## config.mk

```make
export PLATFORM = sky130hd
export DESIGN_NAME = video_timing_gen
export DESIGN_NICKNAME = d
export VERILOG_FILES = /design/src/rtl/video_timing_pkg.sv /design/src/rtl/pixel_ce_divider.sv /design/src/rtl/video_timing_gen.sv
export SDC_FILE = /design/constraint.sdc
export NUM_CORES = 1
export LEC_CHECK = 0
export CORE_MARGIN = 1.5
export CORE_UTILIZATION = 49
export CTS_BUF_LIST = sky130_fd_sc_hd__clkbuf_8
export DETAILED_ROUTE_END_ITERATION = 16
export GPL_ROUTABILITY_DRIVEN = 0
export PLACE_DENSITY = 0.87
export SYNTH_ARGS = -nofsm -noshare
export SYNTH_HDL_FRONTEND = slang
export SYNTH_SLANG_ARGS = --single-unit
```

## constraint.sdc

```tcl
create_clock -name clk -period 2.3 [get_ports clk]
set_input_delay 0.345 -clock clk [delete_from_list [all_inputs] [get_ports clk]]
set_output_delay 0.345 -clock clk [all_outputs]
set_load 0.02 [all_outputs]
```

## src/rtl/video_timing_pkg.sv

```systemverilog
// video_timing_pkg: raster timing descriptions shared by the timing generator and its users.
package video_timing_pkg;

    typedef struct packed {
        int active;
        int fp;
        int sync;
        int bp;
    } axis_t;

    typedef struct packed {
        axis_t h;
        axis_t v;
        logic  hs_act;
        logic  vs_act;
    } timing_t;

    localparam timing_t VGA_640x480_60 = '{
        h: '{active: 640, fp: 16, sync: 96, bp: 48},
        v: '{active: 480, fp: 10, sync: 2, bp: 33},
        hs_act: 1'b0,
        vs_act: 1'b0
    };

    localparam timing_t TEST_8x6 = '{
        h: '{active: 4, fp: 1, sync: 2, bp: 1},
        v: '{active: 3, fp: 1, sync: 1, bp: 1},
        hs_act: 1'b1,
        vs_act: 1'b1
    };

    function automatic int axis_total(axis_t a);
        return a.active + a.fp + a.sync + a.bp;
    endfunction

endpackage

```

## src/rtl/pixel_ce_divider.sv

```systemverilog
// pixel_ce_divider: derives a one-clk pixel enable every CLK_DIV system clocks.
// tick is the unregistered form of pix_ce so the raster counters can advance in the same edge.
module pixel_ce_divider
    import video_timing_pkg::*;
#(
    parameter int CLK_DIV = 4
) (
    input  logic clk,
    input  logic resetn,
    input  logic enable,
    output logic tick,
    output logic pix_ce
);

    localparam int DW = CLK_DIV > 1 ? $clog2(CLK_DIV) : 1;

    logic [DW-1:0] div_cnt;

    assign tick = enable && div_cnt == DW'(CLK_DIV - 1);

    always_ff @(posedge clk or negedge resetn) begin
        if (!resetn) begin
            div_cnt <= '0;
            pix_ce  <= 1'b0;
        end else begin
            div_cnt <= (!enable || tick) ? '0 : div_cnt + 1'b1;
            pix_ce  <= tick;
        end
    end

endmodule

```

## src/rtl/video_timing_gen.sv

```systemverilog
// video_timing_gen: parametrised raster timing generator driven by a pixel clock-enable.
// All outputs are decoded from the next position so they align with current_x/current_y.
module video_timing_gen
    import video_timing_pkg::*;
#(
    parameter int   CLK_DIV  = 4,
    parameter int   H_ACTIVE = VGA_640x480_60.h.active,
    parameter int   H_FP     = VGA_640x480_60.h.fp,
    parameter int   H_SYNC   = VGA_640x480_60.h.sync,
    parameter int   H_BP     = VGA_640x480_60.h.bp,
    parameter int   V_ACTIVE = VGA_640x480_60.v.active,
    parameter int   V_FP     = VGA_640x480_60.v.fp,
    parameter int   V_SYNC   = VGA_640x480_60.v.sync,
    parameter int   V_BP     = VGA_640x480_60.v.bp,
    parameter logic HS_ACT   = VGA_640x480_60.hs_act,
    parameter logic VS_ACT   = VGA_640x480_60.vs_act,
    parameter int   COORD_W  = 10,
    parameter int   FRAME_W  = 16
) (
    input  logic               clk,
    input  logic               resetn,
    input  logic               enable,
    output logic               pix_ce,
    output logic               hs,
    output logic               vs,
    output logic               blank,
    output logic [COORD_W-1:0] current_x,
    output logic [COORD_W-1:0] current_y,
    output logic               line_start,
    output logic               frame_start,
    output logic               vblank_start,
    output logic [FRAME_W-1:0] frame_count
);

    localparam axis_t H_AXIS  = '{active: H_ACTIVE, fp: H_FP, sync: H_SYNC, bp: H_BP};
    localparam axis_t V_AXIS  = '{active: V_ACTIVE, fp: V_FP, sync: V_SYNC, bp: V_BP};
    localparam int    H_TOTAL = axis_total(H_AXIS);
    localparam int    V_TOTAL = axis_total(V_AXIS);
    localparam int    HS_BEG  = H_ACTIVE + H_FP;
    localparam int    HS_END  = HS_BEG + H_SYNC;
    localparam int    VS_BEG  = V_ACTIVE + V_FP;
    localparam int    VS_END  = VS_BEG + V_SYNC;

    localparam logic [COORD_W-1:0] H_LAST  = COORD_W'(H_TOTAL - 1);
    localparam logic [COORD_W-1:0] V_LAST  = COORD_W'(V_TOTAL - 1);
    localparam logic [COORD_W-1:0] VB_PREV = COORD_W'(V_ACTIVE - 1);

    if (CLK_DIV < 1) begin : g_bad_div
        $error("video_timing_gen: CLK_DIV must be at least 1");
    end
    if ((64'd1 << COORD_W) < 64'(H_TOTAL) || (64'd1 << COORD_W) < 64'(V_TOTAL)) begin : g_bad_coord
        $error("video_timing_gen: COORD_W too small for the raster totals");
    end

    logic               tick;
    logic               h_wrap;
    logic               v_wrap;
    logic [COORD_W-1:0] x_n;
    logic [COORD_W-1:0] y_n;

    pixel_ce_divider #(.CLK_DIV(CLK_DIV)) u_div (
        .clk    (clk),
        .resetn (resetn),
        .enable (enable),
        .tick   (tick),
        .pix_ce (pix_ce)
    );

    assign h_wrap = current_x == H_LAST;
    assign v_wrap = current_y == V_LAST;

    // Dropping enable steers the next position to the origin, so the decode yields the reset values.
    always_comb begin
        x_n = !enable ? '0 : tick ? (h_wrap ? '0 : current_x + 1'b1) : current_x;
        y_n = !enable ? '0 : (tick && h_wrap) ? (v_wrap ? '0 : current_y + 1'b1) : current_y;
    end

    always_ff @(posedge clk or negedge resetn) begin
        if (!resetn) begin
            current_x    <= '0;
            current_y    <= '0;
            hs           <= ~HS_ACT;
            vs           <= ~VS_ACT;
            blank        <= 1'b0;
            line_start   <= 1'b0;
            frame_start  <= 1'b0;
            vblank_start <= 1'b0;
        end else begin
            current_x    <= x_n;
            current_y    <= y_n;
            hs           <= (int'(x_n) >= HS_BEG && int'(x_n) < HS_END) ? HS_ACT : ~HS_ACT;
            vs           <= (int'(y_n) >= VS_BEG && int'(y_n) < VS_END) ? VS_ACT : ~VS_ACT;
            blank        <= int'(x_n) >= H_ACTIVE || int'(y_n) >= V_ACTIVE;
            line_start   <= tick && h_wrap;
            frame_start  <= tick && h_wrap && v_wrap;
            vblank_start <= tick && h_wrap && current_y == VB_PREV;
        end
    end

    // Held across enable drops; only a real reset clears it.
    always_ff @(posedge clk or negedge resetn) begin
        if (!resetn)
            frame_count <= '0;
        else if (tick && h_wrap && v_wrap)
            frame_count <= frame_count + 1'b1;
    end

endmodule

```

==> impl_metrics.py <==
metrics = {
    "status": {
        "status": "finished clean",
    },
    "setup_path": {
        "worst_ep_required_time_ps": 2490,
        "setup.worst_path.class": "reg2reg",
        "reg2reg_slack_ps": 70,
        "critPathMaxFanout": 5,
        "crit_path_end_kind": "flop",
        "crit_arrival_ps": 2420,
        "crit_path_cell_chain": "ha_4, nand3_4, or4_4, buf_6, nor3_4, buf_12, and4_4, nand3_2, xnor2_2",
        "worstSetupStartpointType": "flop",
        "cpMaxStageDelayCell": "sky130_fd_sc_hd__or4_4",
        "cpLargestDelayFamily": "simple AND/OR/NAND/NOR gates",
        "number_of_buffer_and_inverter_stages_on_the_critical_path": 2,
        "crit_path_max_incr_delay_ps": 500,
    },
    "synthesis": {
        "yosys.area_share.simple_pct": 29.65,
        "syn-num-nets": 258,
        "postSynthCellCount": 250,
        "async_flop_share_pct": 100.0,
        "synth_adder_area_share_pct": 2.521,
        "yosys.area.top_type": "sky130_fd_sc_hd__dfrtp_1",
        "syn-cell-area_sq_mm": 0.002481,
        "seq_area_frac_synth_pct": 45.49,
        "synth_enable_flop_cells": 0,
        "postSynth.topFlopCell": "sky130_fd_sc_hd__dfrtp_1",
        "syn_area_per_cell_sq_um": 9.925,
        "synth_top_cells_by_count": "sky130_fd_sc_hd__dfrtp_1 (43), sky130_fd_sc_hd__nor2_1 (25), sky130_fd_sc_hd__nand2_1 (23)",
        "postSynthRegisterBits": 45,
        "synth_top_family_by_area": "simple AND/OR/NAND/NOR gates",
        "synth_top_cells_by_area": "sky130_fd_sc_hd__dfrtp_1 (43%), sky130_fd_sc_hd__xor2_1 (4.2%), sky130_fd_sc_hd__xnor2_1 (3.9%), sky130_fd_sc_hd__nor2_1 (3.8%), sky130_fd_sc_hd__nand2_1 (3.5%)",
        "synthMuxAreaShare_pct": 1.261,
        "netlist.area_leader.share_pct": 43.37,
        "yosys_warnings": 0,
        "synth_compound_gate_area_share_pct": 9.228,
        "synth_xor_xnor_area_share_pct": 8.119,
        "synth_cell_types": 52,
        "yosys.cell_count.top_type": "sky130_fd_sc_hd__dfrtp_1",
    },
    "drt": {
        "drt_iter0_drc": 244,
        "drc": 0,
        "routed_wire_length_per_instance_um": 14.57,
        "totalWireLength_um": 5842,
        "postRouteAntennaNets": 0,
        "drt_pre_antenna_iters": 4,
        "detailroute.via_count": 2230,
        "route.detailed.vias_per_inst": 5.561,
    },
    "clocking": {
        "clk_pin_slew_worst_paths_ps": 90,
        "tritoncts.num_buffers": 5,
        "clock_tree_from_tritoncts": "built",
        "clock_tree.buffer_depth": 2,
        "cts_root_buffer": "sky130_fd_sc_hd__clkbuf_8",
        "clock_sinks": 45,
        "clock_latency_ps": 300,
        "cts-hold-fix-buffers": 0,
        "maximum_level_of_the_cts_h_tree": 2,
    },
    "timing": {
        "hold_viol_final": 0,
        "finalWorstSetupSlack_ps": 72.02,
        "tightest_slew_ps": 807.8,
        "finalSetupViolations": 0,
        "timing_max_transition_violations_final": 0,
        "layout_worst_path_cycle_share_pct": 96.87,
        "setup-tns-final_ps": 0,
        "clock.fmax_mhz": 448.8,
        "max-slew-margin-rel_pct": 46.14,
        "worst_clk_skew_ps": 4.933,
        "final_period_minus_worst_setup_slack_ps": 2228,
    },
    "place": {
        "port_buffers": 45,
        "place_hpwl_um": 4175,
        "placed_cell_area_sq_mm": 0.003283,
        "place_worst_setup_slack_ps": -218.0,
    },
    "final_layout": {
        "final_net_count": 341,
        "p_r_area_growth_vs_syn_pct": 38.22,
        "drive_gt1_share_pct": 23.95,
        "stdcell_area_sq_mm": 0.003430,
        "antennaDiodeCount": 0,
    },
    "power": {
        "switching_share_pct": 24.09,
        "clock_power_share_pct": 36.5,
        "power.combinational.fraction_pct": 5.0,
        "power.leakage_nw": 1.479,
        "p_seq_share_pct": 58.6,
        "irDropWorstVdd_v": 0.0002903,
        "netSwitchingPower_uw": 330.2,
        "internal_mw": 1.040,
        "power.density_cell_area_mw_per_mm2": 399.6,
    },
    "die": {
        "placeableCoreArea_sq_mm": 0.004786,
        "die-height_um": 74.16,
        "placementRows": 25,
        "overall_die_area_sq_mm": 0.005500,
        "die_x_um": 74.16,
        "initial_core_util_pct": 51.84,
        "pin_count": 46,
    },
    "global_route": {
        "grt_max_degree": 39,
        "vias_in_the_first_global_route": 1992,
        "grt_first_pass_wirelength_um": 9197,
        "overflow": 0,
        "gr-usage-all-layers_pct": 21.78,
        "antenna_violations_before_repair": 0,
    },
    "flow_run": {
        "max-cap-violations": 0,
    },
    "hold_path": {
        "hp-class": "in2async",
    },
}
[logic make-up after synthesis]
family          count (synthesis)
flops                          45
compound gates                 32
mux                             3
fa+ha+maj                       5
buf+inv                        22
simple gates                  120
xor+xnor                       23
[path summary, 6_finish.rpt]
kind                                              from                     endpoint  depth (start not counted)
hold / removal                                  resetn  frame_count[14]$_DFFE_PN0P_                          1
hold reg to reg            frame_count[15]$_DFFE_PN0P_  frame_count[15]$_DFFE_PN0P_                          1
min in group clk           frame_count[15]$_DFFE_PN0P_  frame_count[15]$_DFFE_PN0P_                          1
max in group asynchronous                       resetn   frame_count[2]$_DFFE_PN0P_                          2
setup reg to reg            u_div.div_cnt[0]$_DFF_PN0_   frame_count[9]$_DFFE_PN0P_                          9
setup / recovery            u_div.div_cnt[0]$_DFF_PN0_   frame_count[9]$_DFFE_PN0P_                          9
[metrics by stage]
stage | util [%] | hold WS (ps) | cells | total power [mW]
after floorplan | - | 49.41 | 250 | 0.8416
final | 71.66 | 123.4 | 401 | 1.371
after global placement | 68.60 | 428.2 | 390 | 0.8791
after detailed placement | 68.60 | 445.3 | 390 | 0.8819
after global routing | 71.66 | 193.3 | 401 | 1.425
after CTS | 70.48 | 159.4 | 398 | 1.378
[area by class of cell]
cell class	count	area [sq um]
Fill cell	341	1356
Multi-Input combinational cell	183	1303
Sequential cell	45	1132
Timing Repair Buffer	87	779.5
Tap cell	67	83.83
Clock buffer	5	68.82
Inverter	11	41.29
Clock inverter	3	21.27
[metal layers]
| metal | track usage, % | vias to the layer above | routed length [um] |
|---|---|---|---|
| li1 | - | 1055 | - |
| met1 | 27.50 | 1065 | 2379 |
| met2 | 36.81 | 101 | 2930 |
| met3 | 5.556 | 9 | 465 |
| met4 | 6.584 | 0 | 66 |
| met5 | 0 | - | 0 |
[timing repair]
| item | in CTS | in global routing |
|---|---|---|
| gates resized for setup | 0 | 7 |
| setup buffers | 0 | 3 |
| setup endpoints to repair | 0 | 7 |
[layout by cell type, fill, tap and decap left out, types with 4 or more instances in the layout]
master                             n
sky130_fd_sc_hd__dfrtp_1          40
sky130_fd_sc_hd__buf_4            40
sky130_fd_sc_hd__and2_1            4
sky130_fd_sc_hd__xor2_1           12
sky130_fd_sc_hd__nor3_2            5
sky130_fd_sc_hd__a21oi_1           8
sky130_fd_sc_hd__o21ai_0           5
sky130_fd_sc_hd__nand4_1           8
sky130_fd_sc_hd__inv_1            10
sky130_fd_sc_hd__clkdlybuf4s50_1  43
sky130_fd_sc_hd__xnor2_1          10
sky130_fd_sc_hd__nor4b_1           4
sky130_fd_sc_hd__nor3_1            7
sky130_fd_sc_hd__and3_1            4
sky130_fd_sc_hd__clkbuf_8          5
sky130_fd_sc_hd__nand2_1          23
sky130_fd_sc_hd__nand3_1          14
sky130_fd_sc_hd__nor2_1           24
sky130_fd_sc_hd__nor4_1            4
[power groups by stage]
stage               Sequential, mW  Combinational [mW]  Clock [mW]
floorplan                    0.820              0.0221           0
global placement             0.816              0.0630           0
detailed placement           0.817              0.0654           0
CTS                          0.801              0.0652       0.512
global route                 0.803              0.0778       0.544
finish                       0.803              0.0681       0.500
[sequential cells by signal, indices dropped and copies added (netlist names), 2 cells and up]
signal and count:
frame_count 16, current_x 10, current_y 10, u_div.div_cnt 2
No activity file was read; power rests on OpenSTA's default activity.
==> edit: new RTL, config.mk and constraints unchanged <==
Put one more register stage on the output `frame_start`, cleared by the reset. The value now appears one clock later. The other outputs are not delayed to match.
--- a/src/rtl/video_timing_gen.sv
+++ b/src/rtl/video_timing_gen.sv
@@ -45,6 +45,8 @@
     localparam logic [COORD_W-1:0] V_LAST  = COORD_W'(V_TOTAL - 1);
     localparam logic [COORD_W-1:0] VB_PREV = COORD_W'(V_ACTIVE - 1);
 
+    logic frame_start_s0;
+
     if (CLK_DIV < 1) begin : g_bad_div
         $error("video_timing_gen: CLK_DIV must be at least 1");
     end
@@ -83,7 +85,7 @@
             vs           <= ~VS_ACT;
             blank        <= 1'b0;
             line_start   <= 1'b0;
-            frame_start  <= 1'b0;
+            frame_start_s0 <= 1'b0;
             vblank_start <= 1'b0;
         end else begin
             current_x    <= x_n;
@@ -92,7 +94,7 @@
             vs           <= (int'(y_n) >= VS_BEG && int'(y_n) < VS_END) ? VS_ACT : ~VS_ACT;
             blank        <= int'(x_n) >= H_ACTIVE || int'(y_n) >= V_ACTIVE;
             line_start   <= tick && h_wrap;
-            frame_start  <= tick && h_wrap && v_wrap;
+            frame_start_s0 <= tick && h_wrap && v_wrap;
             vblank_start <= tick && h_wrap && current_y == VB_PREV;
         end
     end
@@ -105,5 +107,13 @@
             frame_count <= frame_count + 1'b1;
     end
 
+    always_ff @(posedge clk or negedge resetn) begin
+        if (!resetn) begin
+            frame_start <= '0;
+        end else begin
+            frame_start <= frame_start_s0;
+        end
+    end
+
 endmodule
 
Function: no difference found for any inputs over 10 cycles, from zero or initial values and one cycle with resetn low; that may be too few to reach the edited logic, so the function may still have changed.
==> edit against the unedited design <==
  * Die area decreased by 8.3%
  * Critical endpoint is now vs$_DFF_PN1_
  * Area after synthesis shrank 8.6%
  * Sequential cell count up 1
  * Final area fell by 5.8%
  * Routed wire length shrank 2.5%
  * Power rose by 1.0%
  * Clock power shrank 2%
  * Clock skew about the same
  * Setup slack lost 0.068 ns
==> edit: results (changes against the unedited design) <==
INFO  metric dp_slack = -0.112 ns (+0.106 ns)
INFO  metric regToRegSetupSlack = 0.004 ns (-0.07 ns)
INFO  metric ys_types = 45 (-13%)
INFO  metric net_count_of_the_mapped_netlist = 219 (-15%)
INFO  metric clock-skew-final = 0.00516 ns (+0.000227 ns)
INFO  metric p_leak = 1.51 nW (+2.0%)
INFO  metric synth_common_cells = sky130_fd_sc_hd__dfrtp_1 (44), sky130_fd_sc_hd__nand2_1 (20), sky130_fd_sc_hd__nor2_1 (16), sky130_fd_sc_hd__xnor2_1 (16), sky130_fd_sc_hd__nand3_1 (12)
INFO  metric synth_compound_gate_area_share = 6.62% (-2.6 points)
INFO  metric synthMuxAreaShare = 1.38% (+0.12 points)
INFO  metric switching_share = 23.7% (-0.41 points)
INFO  metric fin_cells = 354 (-12%)
INFO  metric synth_seq_area_share = 50.9% (+5.4 points)
INFO  metric worst_max_slew_margin_expressed_relative_to_the_limit = 68.0% (+22 points)
INFO  metric critical-path-max-stage-delay = 0.60 ns (+0.10 ns)
INFO  metric placedCellCount = 338 (-13%)
INFO  metric synthTopCellsByArea = sky130_fd_sc_hd__dfrtp_1 (49%), sky130_fd_sc_hd__xnor2_1 (6.2%), sky130_fd_sc_hd__xor2_1 (4.2%)
INFO  metric ys_async_sr_fraction = 100% (unchanged)
INFO  metric critical_path.reg2reg.startpoint = current_x[5]$_DFF_PN0_
INFO  metric crit-reg2reg-capture = vs$_DFF_PN1_
INFO  metric detailroute.via_count = 1989 (-11%)
INFO  metric timing.hold.worst.class = flop to flop
INFO  metric layout.nets = 309 (-9.4%)
INFO  metric post-dp-hpwl = 3920 microns (-6.1%)
INFO  metric drive_above_1_share = 23.5% (-0.44 points)
INFO  metric synth.avg_cell_area = 10.7 sq um (+8.3%)
INFO  metric run_status = complete, no violations
INFO  metric clock_tree.htree_level_count = 2 (unchanged)
INFO  metric vias_in_the_first_global_route = 1913 (-4.0%)
INFO  metric slowest_stage = sky130_fd_sc_hd__or4b_4
INFO  metric synth_xor_area_share = 10.4% (+2.3 points)
INFO  metric ir_worst_vdd = 0.000321 V (+11%)
INFO  metric grt_max_degree = 27 (-31%)
INFO  metric routedWlPerCell = 16.1 microns (+10%)
INFO  metric grt.total_usage = 22.5% (+0.74 points)
INFO  metric critPathArrivalTime = 2.51 ns (+0.09 ns)
INFO  metric path_clk_slew = 0.08 ns
INFO  metric ctsRootBufferMaster = sky130_fd_sc_hd__clkbuf_8
INFO  metric global_route_wire_length_before_repair = 8940 microns (-2.8%)
INFO  metric synth_fa_ha_area_share = 2.76% (+0.24 points)
INFO  metric worstRegToRegCells = 7 (-2)
INFO  metric initial_detailed_routing_violation_count = 230 (-5.7%)
==> edit: layer usage <==
layer,global-route usage (%),routed length (microns),vias up
li1,-,-,932
met1,31.9,2480,977
met2,33.9,2850,65
met3,4.42,245,15
met4,9.85,116,0
met5,0,0,-
==> edit: logic make-up after synthesis <==
logic type,count (synthesis)
simple gates,101
flops,46
fa+ha+maj,5
xor+xnor,27
buf+inv,11
mux,3
compound gates,18
==> edit: what timing repair did <==
item,CTS,global route
resized for setup,0,10
setup endpoints to repair,1,8
hold endpoints to repair,13,0
setup buffers,2,6
pin swaps,1,9
hold buffers,1,0
==> edit: layout make-up <==
class | instances | area [sq um]
Tap cell | 52 | 65.1
Sequential cell | 46 | 1160
Clock inverter | 3 | 17.5
Fill cell | 307 | 1180
Clock buffer | 5 | 68.8
Multi-Input combinational cell | 154 | 1120
Timing Repair Buffer | 89 | 778
Inverter | 5 | 18.8
==> edit: worst max-delay path by stage <==
stage / start / endpoint / slack [ns]
after detailed placement: enable / blank$_DFF_PN0_ / -0.11
final: current_x[5]$_DFF_PN0_ / vs$_DFF_PN1_ / 0.004
after floorplan: current_x[5]$_DFF_PN0_ / blank$_DFF_PN0_ / -0.17
after global routing: current_x[5]$_DFF_PN0_ / vs$_DFF_PN1_ / -0.12
after CTS: current_y[8]$_DFF_PN0_ / frame_count[13]$_DFFE_PN0P_ / 0.02
after global placement: enable / blank$_DFF_PN0_ / -0.09
==> edit: through the flow <==
| step | instance area [sq um] | hold WS [ns] | utilization [%] | total power [W] |
|---|---|---|---|---|
| 2_1_floorplan | 2280 | 0.0494 | - | 0.000857 |
| 5_1_grt | 3230 | 0.362 | 73.2 | 0.00144 |
| 6_report | 3230 | 0.356 | 73.2 | 0.00138 |
| 4_1_cts | 3130 | 0.355 | 71.0 | 0.00139 |
| 3_3_place_gp | 3020 | 0.313 | 68.5 | 0.000899 |
| 3_5_place_dp | 3020 | 0.328 | 68.5 | 0.000902 |
==> edit: power by group through the flow <==
stage	clock network (W)	registers (W)	logic, W
floorplan	0	0.000837	0.0000207
global placement	0	0.000833	0.0000656
detailed placement	0	0.000834	0.0000686
CTS	0.000503	0.000818	0.0000729
global route	0.000542	0.000819	0.0000823
finish	0.000492	0.000818	0.0000752
